[src/rtl/dmem_access_ctrl.sv]
// MEM-stage front end for the data memory: latches load/store requests, stalls on misses,
// retries until hit or timeout, and flags misaligned/out-of-range accesses. Optional DMEM_STATS_EN.
module dmem_access_ctrl #(
  parameter int unsigned MISS_TIMEOUT = 16,
  parameter int unsigned MEM_BYTES    = 64,
  parameter logic [31:0] FAULT_DATA   = 32'hBAD0DADA
) (
  input  logic        Clk,
  input  logic        Rst,
  input  logic        ReqRead,
  input  logic        ReqWrite,
  input  logic [31:0] ReqAddr,
  input  logic [31:0] ReqWData,
  output logic        memRead,
  output logic        memWrite,
  output logic [31:0] Address,
  output logic [31:0] WriteData,
  input  logic [31:0] ReadData,
  input  logic        DMemError,
  output logic        Stall,
  output logic [31:0] LoadData,
  output logic        LoadValid,
  output logic        MisalignFault,
  output logic        AccessFault,
  output logic [15:0] MissCount
);

  localparam int unsigned TW = (MISS_TIMEOUT > 1) ? $clog2(MISS_TIMEOUT) : 1;

  localparam logic [1:0] S_IDLE   = 2'd0;
  localparam logic [1:0] S_ACCESS = 2'd1;
  localparam logic [1:0] S_MISS   = 2'd2;
  localparam logic [1:0] S_DONE   = 2'd3;

  logic [1:0]    state_q, state_d;
  logic [31:0]   addr_q, addr_d;
  logic [31:0]   wdata_q, wdata_d;
  logic          rd_q, rd_d;
  logic          wr_q, wr_d;
  logic [TW-1:0] tmo_q, tmo_d;
  logic [31:0]   ldata_q, ldata_d;
  logic          lvalid_q, lvalid_d;
  logic          mfault_q, mfault_d;
  logic          afault_q, afault_d;

  logic busy;
  logic req;
  logic bad_addr;

  assign busy     = (state_q == S_ACCESS) || (state_q == S_MISS);
  assign req      = ReqRead | ReqWrite;
  // 33-bit sum so addresses near 2^32 cannot wrap into range
  assign bad_addr = (ReqAddr[1:0] != 2'b00) ||
                    (({1'b0, ReqAddr} + 33'd3) >= 33'(MEM_BYTES));

  always_comb begin
    state_d  = state_q;
    addr_d   = addr_q;
    wdata_d  = wdata_q;
    rd_d     = rd_q;
    wr_d     = wr_q;
    tmo_d    = tmo_q;
    ldata_d  = ldata_q;
    lvalid_d = 1'b0;
    mfault_d = 1'b0;
    afault_d = 1'b0;
    case (state_q)
      S_IDLE: begin
        if (req) begin
          addr_d  = ReqAddr;
          wdata_d = ReqWData;
          wr_d    = ReqWrite;
          rd_d    = ReqRead & ~ReqWrite;
          if (bad_addr) begin
            state_d  = S_DONE;
            lvalid_d = 1'b1;
            mfault_d = 1'b1;
            ldata_d  = FAULT_DATA;
          end else begin
            state_d = S_ACCESS;
            tmo_d   = '0;
          end
        end
      end
      S_ACCESS, S_MISS: begin
        if (!DMemError) begin
          if (rd_q) ldata_d = ReadData;
          state_d  = S_DONE;
          lvalid_d = 1'b1;
        end else if (tmo_q == TW'(MISS_TIMEOUT - 1)) begin
          // this miss cycle is the MISS_TIMEOUT-th consecutive one
          ldata_d  = FAULT_DATA;
          afault_d = 1'b1;
          lvalid_d = 1'b1;
          state_d  = S_DONE;
        end else begin
          tmo_d   = tmo_q + TW'(1);
          state_d = S_MISS;
        end
      end
      default: state_d = S_IDLE;
    endcase
  end

  always_ff @(posedge Clk) begin
    if (Rst) begin
      state_q  <= S_IDLE;
      addr_q   <= '0;
      wdata_q  <= '0;
      rd_q     <= 1'b0;
      wr_q     <= 1'b0;
      tmo_q    <= '0;
      ldata_q  <= '0;
      lvalid_q <= 1'b0;
      mfault_q <= 1'b0;
      afault_q <= 1'b0;
    end else begin
      state_q  <= state_d;
      addr_q   <= addr_d;
      wdata_q  <= wdata_d;
      rd_q     <= rd_d;
      wr_q     <= wr_d;
      tmo_q    <= tmo_d;
      ldata_q  <= ldata_d;
      lvalid_q <= lvalid_d;
      mfault_q <= mfault_d;
      afault_q <= afault_d;
    end
  end

  assign memRead       = ~Rst & busy & rd_q;
  assign memWrite      = ~Rst & busy & wr_q & ~DMemError;
  assign Address       = addr_q;
  assign WriteData     = wdata_q;
  assign Stall         = busy | ((state_q == S_IDLE) & req);
  assign LoadData      = ldata_q;
  assign LoadValid     = lvalid_q;
  assign MisalignFault = mfault_q;
  assign AccessFault   = afault_q;

`ifdef DMEM_STATS_EN
  logic [15:0] mcnt_q;

  always_ff @(posedge Clk) begin
    if (Rst) begin
      mcnt_q <= '0;
    end else if (busy && DMemError && (mcnt_q != '1)) begin
      mcnt_q <= mcnt_q + 16'd1;
    end
  end

  assign MissCount = mcnt_q;
`else
  assign MissCount = '0;
`endif

endmodule

[config.mk]
export PLATFORM = sky130hd
export DESIGN_NAME = dmem_access_ctrl
export DESIGN_NICKNAME = d
export VERILOG_FILES = /design/src/rtl/dmem_access_ctrl.sv
export SDC_FILE = /design/constraint.sdc
export NUM_CORES = 1
export LEC_CHECK = 0
export BUFFER_PORTS_ARGS = -buffer_cell sky130_fd_sc_hd__buf_2
export CAP_MARGIN = 20
export CORE_ASPECT_RATIO = 0.9
export CORE_MARGIN = 2
export CORE_UTILIZATION = 29
export DETAILED_ROUTE_END_ITERATION = 10
export SLEW_MARGIN = 40
export SYNTH_ARGS = -nofsm -noshare
export SYNTH_HDL_FRONTEND = slang
export SYNTH_SLANG_ARGS = --single-unit
[constraint.sdc]
create_clock -name Clk -period 3.36 [get_ports Clk]
set_input_delay 0 -clock Clk [delete_from_list [all_inputs] [get_ports Clk]]
set_output_delay 0 -clock Clk [all_outputs]
set_load 0.01 [all_outputs]
# == After elaboration in Yosys (flattened, before gate mapping) ==
# Index checks and enable logic that the tools add are counted.
# totals
regBits,107
inputBits,101
out_inout_bits,118
wordCells,68
# op_classes
add_sub_neg,2
order_cmp,1
n_eq_ne,10
muxes,21
n_bitwise,13
reduce_logical,11
# op_table
operator,count
$mux W32,5
$pmux W32 S2,1
$add A32 B2 Y33 const B,1
$ge A33 B7 Y1 const B,1
$mux W4,4
$ne A2 B2 Y1 const B,5
$reduce_and A5 Y1,2
$pmux W4 S2,1
$and A1 B1 Y1,6
$mux W1,6
$ne A3 B3 Y1 const B,2
$not A1 Y1,5
$add A4 B1 Y4 const B,1
$eq A4 B4 Y1 const B,1
$mux W2,2
$pmux W2 S2,1
$reduce_bool A2 Y1,2
$reduce_or A2 Y1,2
$reduce_or A3 Y1,1
$eq A2 B1 Y1 const B,1
$eq A2 B2 Y1 const B,1
$logic_not A2 Y1,1
$logic_or A1 B1 Y1,2
$or A1 B1 Y1,2
2 further kinds,2

# == Longest topological paths before layout ==
# Gate-level depths: netlist of run 1.
# logic_depth
ltp_word,6
depth_mapped,10
mapped_depth_nobuf,8

# == Least setup slack after synthesis of run 1 ==
# OpenSTA, ideal clock, no wires.
# synth_timing
path_type,flip-flop to flip-flop
from,register tmo_q[0]
to,"register ldata_q[14], in the netlist LoadData[14]"
setup_time_ns,0.095
t_arrival_ns,2.268
required_time_ns,3.265
setup_slack_ns,0.997
stages_incl_launch_ff,11
n_path_buf,3
synth_period_minus_slack_ns,2.363
cell_sequence,dfxtp_1 > ha_1 > nand3_1 > and2_1 > clkbuf_1 > o21ai_0 > and2_1 > clkbuf_1 > clkbuf_1 > nor2_1 > a221oi_1
# synth_via
elab_chain_cells,3
# synth_rtl
element,line_no,text
"start, declared",40,"logic [TW-1:0] tmo_q, tmo_d;"
"start signal, assigned",123,tmo_q <= tmo_d;
$eq A4 B4 Y1,90,end else if (tmo_q == TW'(MISS_TIMEOUT - 1)) begin
$ne A3 B3 Y1 (no line),n/a,
$reduce_and A5 Y1 (no line),n/a,
"end signal, assigned",124,ldata_q <= ldata_d;
"end, declared",41,"logic [31:0] ldata_q, ldata_d;"
# Every way passes these cells.
# A chain may end at the register's enable or synchronous reset.

# == Worst setup path after layout of run 1 ==
# layout_timing
from,input ReqAddr[4]
to,"register ldata_q[3], in the netlist LoadData[3]"
# layout_via
elab_chain_cells,5
# layout_rtl
element,line_no,text
"start, declared",12,"input logic [31:0] ReqAddr,"
$add A32 B2 Y33,54,"(({1'b0, ReqAddr} + 33'd3) >= 33'(MEM_BYTES));"
$ge A33 B7 Y1,54,
$logic_or A1 B1 Y1,53,assign bad_addr = (ReqAddr[1:0] != 2'b00) ||
$ne A2 B2 Y1 (no line),n/a,
$reduce_and A5 Y1 (no line),n/a,
# Every way passes these cells.

==> impl_metrics.xml, run 1 <==
<?xml version="1.0" encoding="UTF-8"?>
<metrics>
  <group name="status">
    <metric name="outcome" unit="">finished clean</metric>
  </group>
  <group name="logic_synthesis">
    <metric name="share_of_synthesized_flip_flops_with_an_asynchronous_set_or_reset" unit="">0</metric>
    <metric name="synth_top_flop_cell" unit="">sky130_fd_sc_hd__dfxtp_1</metric>
    <metric name="syn_avg_cell_area" unit="µm²">8.08</metric>
    <metric name="synth.ff_latch_count" unit="">107</metric>
    <metric name="synthesis.yosys.warnings" unit="">0</metric>
    <metric name="synth-edff-count" unit="">0</metric>
    <metric name="synth-seq-area-share" unit="">0.454</metric>
    <metric name="synthesized_instance_count" unit="">583</metric>
    <metric name="synth_area" unit="µm²">4710</metric>
    <metric name="synth.distinct_cells" unit="">57</metric>
  </group>
  <group name="clock_network">
    <metric name="root_buffer" unit="">sky130_fd_sc_hd__clkbuf_16</metric>
    <metric name="tritoncts.num_buffers" unit="">9</metric>
    <metric name="htreeDepth" unit="">3</metric>
    <metric name="clock_sinks" unit="">107</metric>
    <metric name="clock_tree_from_tritoncts" unit="">done</metric>
    <metric name="cts-hold-fix-buffers" unit="">95</metric>
    <metric name="clk_transition_reported_paths" unit="ns">0.07</metric>
    <metric name="number_of_buffers_on_the_longest_clock_path" unit="">2</metric>
    <metric name="postCtsSetupRepairBufs" unit="">0</metric>
    <metric name="clk-insertion-delay-late" unit="ns">0.35</metric>
    <metric name="postCtsResizedCells" unit="">0</metric>
  </group>
  <group name="layout">
    <metric name="synthToLayoutAreaGrowth" unit="%">51.3</metric>
    <metric name="fin_util" unit="">0.445</metric>
    <metric name="post_route_cells_drive_above_1_share" unit="">0.295</metric>
    <metric name="num-fill-cells" unit="">1589</metric>
    <metric name="final_cell_mix" unit="">201 x sky130_fd_sc_hd__buf_2, 142 x sky130_fd_sc_hd__nand2_1, 107 x sky130_fd_sc_hd__dfxtp_1, 95 x sky130_fd_sc_hd__dlygate4sd3_1, 82 x sky130_fd_sc_hd__a21oi_1</metric>
    <metric name="fin_cells" unit="">1068</metric>
    <metric name="mostFrequentLayoutCell" unit="">sky130_fd_sc_hd__buf_2</metric>
    <metric name="fin_nets" unit="">961</metric>
    <metric name="antenna-diode-count" unit="">0</metric>
  </group>
  <group name="detailed_routing">
    <metric name="drt-wirelength-per-cell" unit="µm">13.7</metric>
    <metric name="initialDrtViolationCount" unit="">196</metric>
    <metric name="pre_repair_dr_iteration_count" unit="">4</metric>
    <metric name="route.detailed.vias_per_inst" unit="">4.63</metric>
    <metric name="drcViolationCount" unit="">0</metric>
    <metric name="num_vias" unit="">4948</metric>
    <metric name="drt-total-wl" unit="mm">14.7</metric>
    <metric name="drtAntennaViolNets" unit="">0</metric>
  </group>
  <group name="floorplan">
    <metric name="initial_utilization" unit="">0.294</metric>
    <metric name="core-area" unit="µm²">16000</metric>
    <metric name="design.portCount" unit="">219</metric>
    <metric name="rows" unit="">44</metric>
    <metric name="dieArea" unit="µm²">17300</metric>
    <metric name="die_height" unit="µm">125</metric>
    <metric name="die_width" unit="µm">138</metric>
  </group>
  <group name="sta">
    <metric name="worst_max_slew_pin_slew" unit="ns">0.738</metric>
    <metric name="drv_slew" unit="">0</metric>
    <metric name="min_period" unit="ns">2.73</metric>
    <metric name="worst_clock_skew" unit="ns">0.00740</metric>
    <metric name="hold_slack" unit="ns">0.0106</metric>
    <metric name="rsz0062_at_grt" unit="">false</metric>
    <metric name="hold_fails_final_rpt" unit="">0</metric>
    <metric name="final_worst_path_period_share" unit="">0.814</metric>
    <metric name="max_freq" unit="MHz">366</metric>
    <metric name="timing.slew.headroom" unit="">0.508</metric>
    <metric name="timing.setup.tns" unit="ns">0</metric>
    <metric name="timing.final.setup_violations" unit="">0</metric>
  </group>
  <group name="power">
    <metric name="leakage" unit="nW">3.22</metric>
    <metric name="cellPowerDensity" unit="nW/µm²">737</metric>
    <metric name="vdd_ir_drop_max" unit="V">0.000369</metric>
  </group>
  <group name="grt">
    <metric name="grt.overflow.total" unit="">0</metric>
    <metric name="grt_pass1_vias" unit="">4829</metric>
    <metric name="antenna_found_initial" unit="">0</metric>
    <metric name="gr-usage-all-layers" unit="">0.165</metric>
    <metric name="first_pass_grt_wire_length" unit="mm">23.9</metric>
    <metric name="maximum_number_of_pins_on_one_net_before_global_route_repair" unit="">66</metric>
  </group>
  <group name="worst_setup_path">
    <metric name="critical_path_peak_fanout" unit="">19</metric>
    <metric name="crit_arrival" unit="ns">2.99</metric>
    <metric name="worst-endpoint-required" unit="ns">3.62</metric>
    <metric name="endpoint_kind" unit="">flip-flop</metric>
    <metric name="type_of_origin_of_the_critical_path" unit="">input port</metric>
    <metric name="critical_path_class" unit="">input port to flip-flop</metric>
  </group>
  <group name="place">
    <metric name="dpl.hpwl" unit="mm">9.57</metric>
    <metric name="finalWeightedCongestion" unit="">0.759</metric>
    <metric name="dpl.cell_count" unit="">958</metric>
    <metric name="port_buffers" unit="">202</metric>
  </group>
  <group name="min_path">
    <metric name="timing.hold.worst.class" unit="">input port to flip-flop</metric>
  </group>
  <group name="run">
    <metric name="cap_viol_max_count" unit="">0</metric>
  </group>
</metrics>
cell usage after synthesis, types with 2 or more instances:
master | instances | area share
sky130_fd_sc_hd__nand4_1 | 5 | 0.0066
sky130_fd_sc_hd__buf_4 | 18 | 0.029
sky130_fd_sc_hd__inv_1 | 17 | 0.014
sky130_fd_sc_hd__o31ai_1 | 2 | 0.0032
sky130_fd_sc_hd__a211o_1 | 13 | 0.024
sky130_fd_sc_hd__clkbuf_1 | 31 | 0.025
sky130_fd_sc_hd__or4_1 | 3 | 0.0048
sky130_fd_sc_hd__o21ai_0 | 5 | 0.0053
sky130_fd_sc_hd__buf_6 | 2 | 0.0048
sky130_fd_sc_hd__nand3_1 | 20 | 0.021
sky130_fd_sc_hd__o21a_1 | 2 | 0.0032
sky130_fd_sc_hd__nor3b_1 | 3 | 0.0048
sky130_fd_sc_hd__nor3_1 | 3 | 0.0032
sky130_fd_sc_hd__nand2_1 | 142 | 0.11
sky130_fd_sc_hd__ha_1 | 3 | 0.0080
sky130_fd_sc_hd__a21oi_1 | 82 | 0.087
sky130_fd_sc_hd__buf_1 | 2 | 0.0016
sky130_fd_sc_hd__and2_1 | 4 | 0.0053
sky130_fd_sc_hd__buf_2 | 4 | 0.0042
sky130_fd_sc_hd__a221oi_2 | 9 | 0.029
sky130_fd_sc_hd__a221oi_1 | 10 | 0.019
sky130_fd_sc_hd__nor2b_1 | 3 | 0.0040
sky130_fd_sc_hd__mux2_2 | 3 | 0.0072
sky130_fd_sc_hd__or2_2 | 2 | 0.0027
sky130_fd_sc_hd__nor2_1 | 49 | 0.039
sky130_fd_sc_hd__a22oi_1 | 3 | 0.0048
sky130_fd_sc_hd__nand2b_1 | 4 | 0.0053
sky130_fd_sc_hd__dfxtp_1 | 107 | 0.45
sky130_fd_sc_hd__mux2i_1 | 4 | 0.0085
kinds of logic after synthesis:
logic type / synth area share
AO/OA/AOI/OAI: 0.208
XOR/XNOR: 0.00372
adder cells (fa/ha/maj): 0.00796
buffers and inverters: 0.0794
flip-flops: 0.454
multiplexers: 0.0157
other: 0.000796
AND/OR/NAND/NOR: 0.230
per-layer routing:
metal | wire (µm) | track usage | up-vias
met5 | 0 | 0 | -
met4 | 190 | 0.0462 | 0
met3 | 1160 | 0.0532 | 14
met2 | 6620 | 0.269 | 190
met1 | 6680 | 0.212 | 2239
li1 | - | - | 2505
final timing paths:
path / start / to / slack [ns] / depth (start not counted)
min: ReadData[29] / LoadData[29] / 0.01 / 3
max reg2reg: tmo_q[0] / LoadData[3] / 0.82 / 7
max: ReqAddr[4] / LoadData[3] / 0.63 / 10
min reg2reg: Address[26] / Address[26] / 0.45 / 2
stage by stage:
step	area, µm²	power, mW	setup slack, ns
6_report	7130	5.26	0.626
5_1_grt	7130	5.65	0.297
4_1_cts	7130	5.32	0.599
3_5_place_dp	5840	3.99	0.776
3_3_place_gp	5820	3.96	0.826
2_1_floorplan	4770	3.26	0.997
cell type report:
class	instances	area, µm²	share of cell area
timing repair buffer	306	2050	0.288
tap	207	259	0.0363
clock inverter	4	98.8	0.0139
clock buffer	11	243	0.0340
sequential	107	2140	0.300
multi-input combinational	416	2270	0.319
inverter	17	63.8	0.00895
where the power goes:
part	total, mW	internal [mW]	switching, mW
Combinational	2.28	0.868	1.41
Sequential	1.75	1.60	0.158
Clock	1.22	0.747	0.475
Total	5.26	3.21	2.05
critical path, stage by stage:
cell and delay (ns):
sky130_fd_sc_hd__dlygate4sd3_1 0.54, sky130_fd_sc_hd__buf_2 0.13, sky130_fd_sc_hd__and4_4 0.18, sky130_fd_sc_hd__o2111a_4 0.19, sky130_fd_sc_hd__a2111o_1 0.46, sky130_fd_sc_hd__a2111oi_2 0.34
sky130_fd_sc_hd__o2111ai_2 0.24, sky130_fd_sc_hd__o211ai_4 0.36, sky130_fd_sc_hd__nand2_4 0.24, sky130_fd_sc_hd__a221oi_1 0.31
sequential cells by signal, summed over array words and instances, names as in the netlist:
register / cells
state_q: 2
Address: 32
WriteData: 32
MisalignFault: 1
AccessFault: 1
rd_q: 1
LoadData: 32
wr_q: 1
LoadValid: 1
tmo_q: 4
(Power assumes the default switching activity.)
==> run 2, diff against run 1 <==
==> constraint.sdc (replaced) <==
create_clock -name Clk -period 2.3 [get_ports Clk]
set_input_delay 0 -clock Clk [delete_from_list [all_inputs] [get_ports Clk]]
set_output_delay 0 -clock Clk [all_outputs]
set_load 0.01 [all_outputs]
==> run 2 against run 1 <==
  * Clock power is 40% higher
  * Count of clock-buffer cells in the layout stayed put
  * First-iteration DRC count is 28% lower
  * Routed wire length is 1.5% higher
  * Die area stayed put
  * Flip-flop and latch count stayed put
  * Sequential power is 46% higher
  * Largest power group unchanged
  * Final cell count is 1.4% higher
  * Worst setup slack worse by 0.50 ns
  * Clock skew hardly changed
  * Core utilization is 0.80 points higher
  * Combinational power is 52% higher
==> impl_metrics.xml, run 2 (synthesized netlist as in run 1, its figures left out) <==
<?xml version="1.0" encoding="UTF-8"?>
<metrics>
  <group name="status">
    <metric name="outcome" unit="">finished clean</metric>
  </group>
  <group name="floorplan">
    <metric name="initial_utilization" unit="">0.294</metric>
    <metric name="die_height" unit="µm">125</metric>
    <metric name="core-area" unit="µm²">16000</metric>
    <metric name="die_width" unit="µm">138</metric>
    <metric name="dieArea" unit="µm²">17300</metric>
    <metric name="design.portCount" unit="">219</metric>
    <metric name="rows" unit="">44</metric>
  </group>
  <group name="sta">
    <metric name="timing.slew.headroom" unit="">0.651</metric>
    <metric name="final_worst_path_period_share" unit="">0.946</metric>
    <metric name="min_period" unit="ns">2.18</metric>
    <metric name="hold_fails_final_rpt" unit="">0</metric>
    <metric name="final_critical_path_setup_slack" unit="ns">0.124</metric>
    <metric name="timing.final.setup_violations" unit="">0</metric>
    <metric name="worst_max_slew_pin_slew" unit="ns">0.523</metric>
    <metric name="drv_slew" unit="">0</metric>
    <metric name="worst_clock_skew" unit="ns">0.00726</metric>
    <metric name="max_freq" unit="MHz">459</metric>
  </group>
  <group name="grt">
    <metric name="antenna_found_initial" unit="">0</metric>
    <metric name="first_pass_grt_wire_length" unit="mm">24.3</metric>
    <metric name="maximum_number_of_pins_on_one_net_before_global_route_repair" unit="">69</metric>
    <metric name="grt_pass1_vias" unit="">4970</metric>
    <metric name="gr-usage-all-layers" unit="">0.169</metric>
    <metric name="grt.overflow.total" unit="">0</metric>
  </group>
  <group name="layout">
    <metric name="ff_latch_area" unit="µm²">2140</metric>
    <metric name="synthToLayoutAreaGrowth" unit="%">54.0</metric>
    <metric name="mostFrequentLayoutCell" unit="">sky130_fd_sc_hd__buf_2</metric>
    <metric name="post-route-cell-area" unit="µm²">7260</metric>
    <metric name="fin_nets" unit="">976</metric>
    <metric name="num-fill-cells" unit="">1578</metric>
    <metric name="post_route_cells_drive_above_1_share" unit="">0.321</metric>
    <metric name="antenna-diode-count" unit="">0</metric>
    <metric name="multiInputGateArea" unit="µm²">2310</metric>
    <metric name="final_cell_mix" unit="">201 x sky130_fd_sc_hd__buf_2, 142 x sky130_fd_sc_hd__nand2_1, 107 x sky130_fd_sc_hd__dfxtp_1, 84 x sky130_fd_sc_hd__dlygate4sd3_1, 82 x sky130_fd_sc_hd__a21oi_1</metric>
  </group>
  <group name="clock_network">
    <metric name="clk_transition_reported_paths" unit="ns">0.07</metric>
    <metric name="clock_sinks" unit="">107</metric>
    <metric name="root_buffer" unit="">sky130_fd_sc_hd__clkbuf_16</metric>
    <metric name="clk-insertion-delay-late" unit="ns">0.35</metric>
    <metric name="htreeDepth" unit="">3</metric>
    <metric name="tritoncts.num_buffers" unit="">9</metric>
    <metric name="clock_tree_from_tritoncts" unit="">done</metric>
    <metric name="number_of_buffers_on_the_longest_clock_path" unit="">2</metric>
  </group>
  <group name="power">
    <metric name="cellPowerDensity" unit="nW/µm²">1070</metric>
    <metric name="vdd_ir_drop_max" unit="V">0.000788</metric>
    <metric name="leakage" unit="nW">3.31</metric>
  </group>
  <group name="worst_setup_path">
    <metric name="timing.critical_path.slowest_cell_delay" unit="ns">0.48</metric>
    <metric name="cells_along_the_critical_path" unit="">buf_2 &gt; and4_4 &gt; o2111a_4 &gt; a2111o_1 &gt; a2111oi_4 &gt; o2111ai_4 &gt; buf_4 &gt; o31ai_1 &gt; nand2_1 &gt; o41ai_1</metric>
    <metric name="worst-endpoint-required" unit="ns">2.55</metric>
    <metric name="critPathBufInv" unit="">2</metric>
    <metric name="crit_path_max_delay_cell_type" unit="">sky130_fd_sc_hd__a2111o_1</metric>
    <metric name="critical_path_peak_fanout" unit="">8</metric>
    <metric name="endpoint_kind" unit="">flip-flop</metric>
    <metric name="critical_path_class" unit="">input port to flip-flop</metric>
    <metric name="crit_arrival" unit="ns">2.43</metric>
    <metric name="type_of_origin_of_the_critical_path" unit="">input port</metric>
    <metric name="critPathTopFamily" unit="">compound AO/OA/AOI/OAI gates</metric>
  </group>
  <group name="detailed_routing">
    <metric name="initialDrtViolationCount" unit="">142</metric>
    <metric name="drcViolationCount" unit="">0</metric>
    <metric name="drt-wirelength-per-cell" unit="µm">13.7</metric>
    <metric name="drt-total-wl" unit="mm">14.9</metric>
    <metric name="pre_repair_dr_iteration_count" unit="">4</metric>
    <metric name="route.detailed.vias_per_inst" unit="">4.64</metric>
    <metric name="num_vias" unit="">5020</metric>
    <metric name="drtAntennaViolNets" unit="">0</metric>
  </group>
  <group name="place">
    <metric name="port_buffers" unit="">202</metric>
    <metric name="placement.setup.worst_slack" unit="ns">-0.275</metric>
    <metric name="dpl_cell_area" unit="µm²">6050</metric>
    <metric name="dpl.hpwl" unit="mm">9.80</metric>
    <metric name="finalWeightedCongestion" unit="">0.748</metric>
  </group>
  <group name="run">
    <metric name="cap_viol_max_count" unit="">0</metric>
  </group>
  <group name="min_path">
    <metric name="timing.hold.worst.class" unit="">input port to flip-flop</metric>
  </group>
</metrics>
## run 2: cell types whose count changed in the layout (fill, tap and decap cells not counted), sizes merged
cell | previous run | this run
buf | 211 | 237
dlygate4sd3 | 95 | 84
bufinv | 3 | 2
clkinv | 1 | 2
## run 2: final cells by class
class	count	share of cell area
clock buffers	11	0.0348
clock inverters	4	0.0102
inverters	17	0.00879
multi-input cells	416	0.319
flip-flops and latches	107	0.295
well taps	207	0.0357
repair buffers	321	0.297
## run 2: layer usage
layer	track usage	wire, µm	vias up
met2	0.291	7010	187
met1	0.203	6510	2287
met3	0.0532	1110	16
met5	0	0	-
li1	-	-	2530
met4	0.0528	233	0
## run 2: what timing repair did
item,4_1_cts,5_1_grt
hold endpoints to repair,83,0
resized for setup,0,4
hold buffers,84,0
setup endpoints to repair,0,4
setup buffers,0,0
## run 2: path summary, 6_finish.rpt
check                           slack (ns)          from  depth (start not counted)           end
worst max register to register        0.18    state_q[0]                          8   Address[31]
worst min register to register        0.45  WriteData[9]                          2  WriteData[9]
worst min-delay path                  0.03  ReadData[30]                          3  LoadData[30]
worst max-delay path                  0.12    ReqAddr[5]                         10      tmo_q[3]
## run 2: where the power goes
part | leakage [nW] | internal [mW] | switching [mW] | total [mW]
sequential | 0.880 | 2.33 | 0.229 | 2.56
combinational | 2.27 | 1.37 | 2.10 | 3.47
clock | 0.162 | 1.01 | 0.699 | 1.71
total | 3.31 | 4.71 | 3.03 | 7.74
## run 2: metrics by stage
stage	total power [mW]	hold WS, ns	utilization	std cells	setup TNS, ns
2_1_floorplan	4.76	0.0956	-	598	0
3_3_place_gp	5.92	0.243	0.378	984	-4.76
3_5_place_dp	5.95	0.245	0.378	984	-6.75
4_1_cts	7.82	0.00489	0.451	1083	0
5_1_grt	8.31	0.0195	0.453	1083	-0.120
6_report	7.74	0.0267	0.453	1083	0
## run 2: tightest hold or removal path: stages
cell                      delay, ns
sky130_fd_sc_hd__buf_2         0.10
sky130_fd_sc_hd__or3b_2        0.17
sky130_fd_sc_hd__mux2i_1       0.05
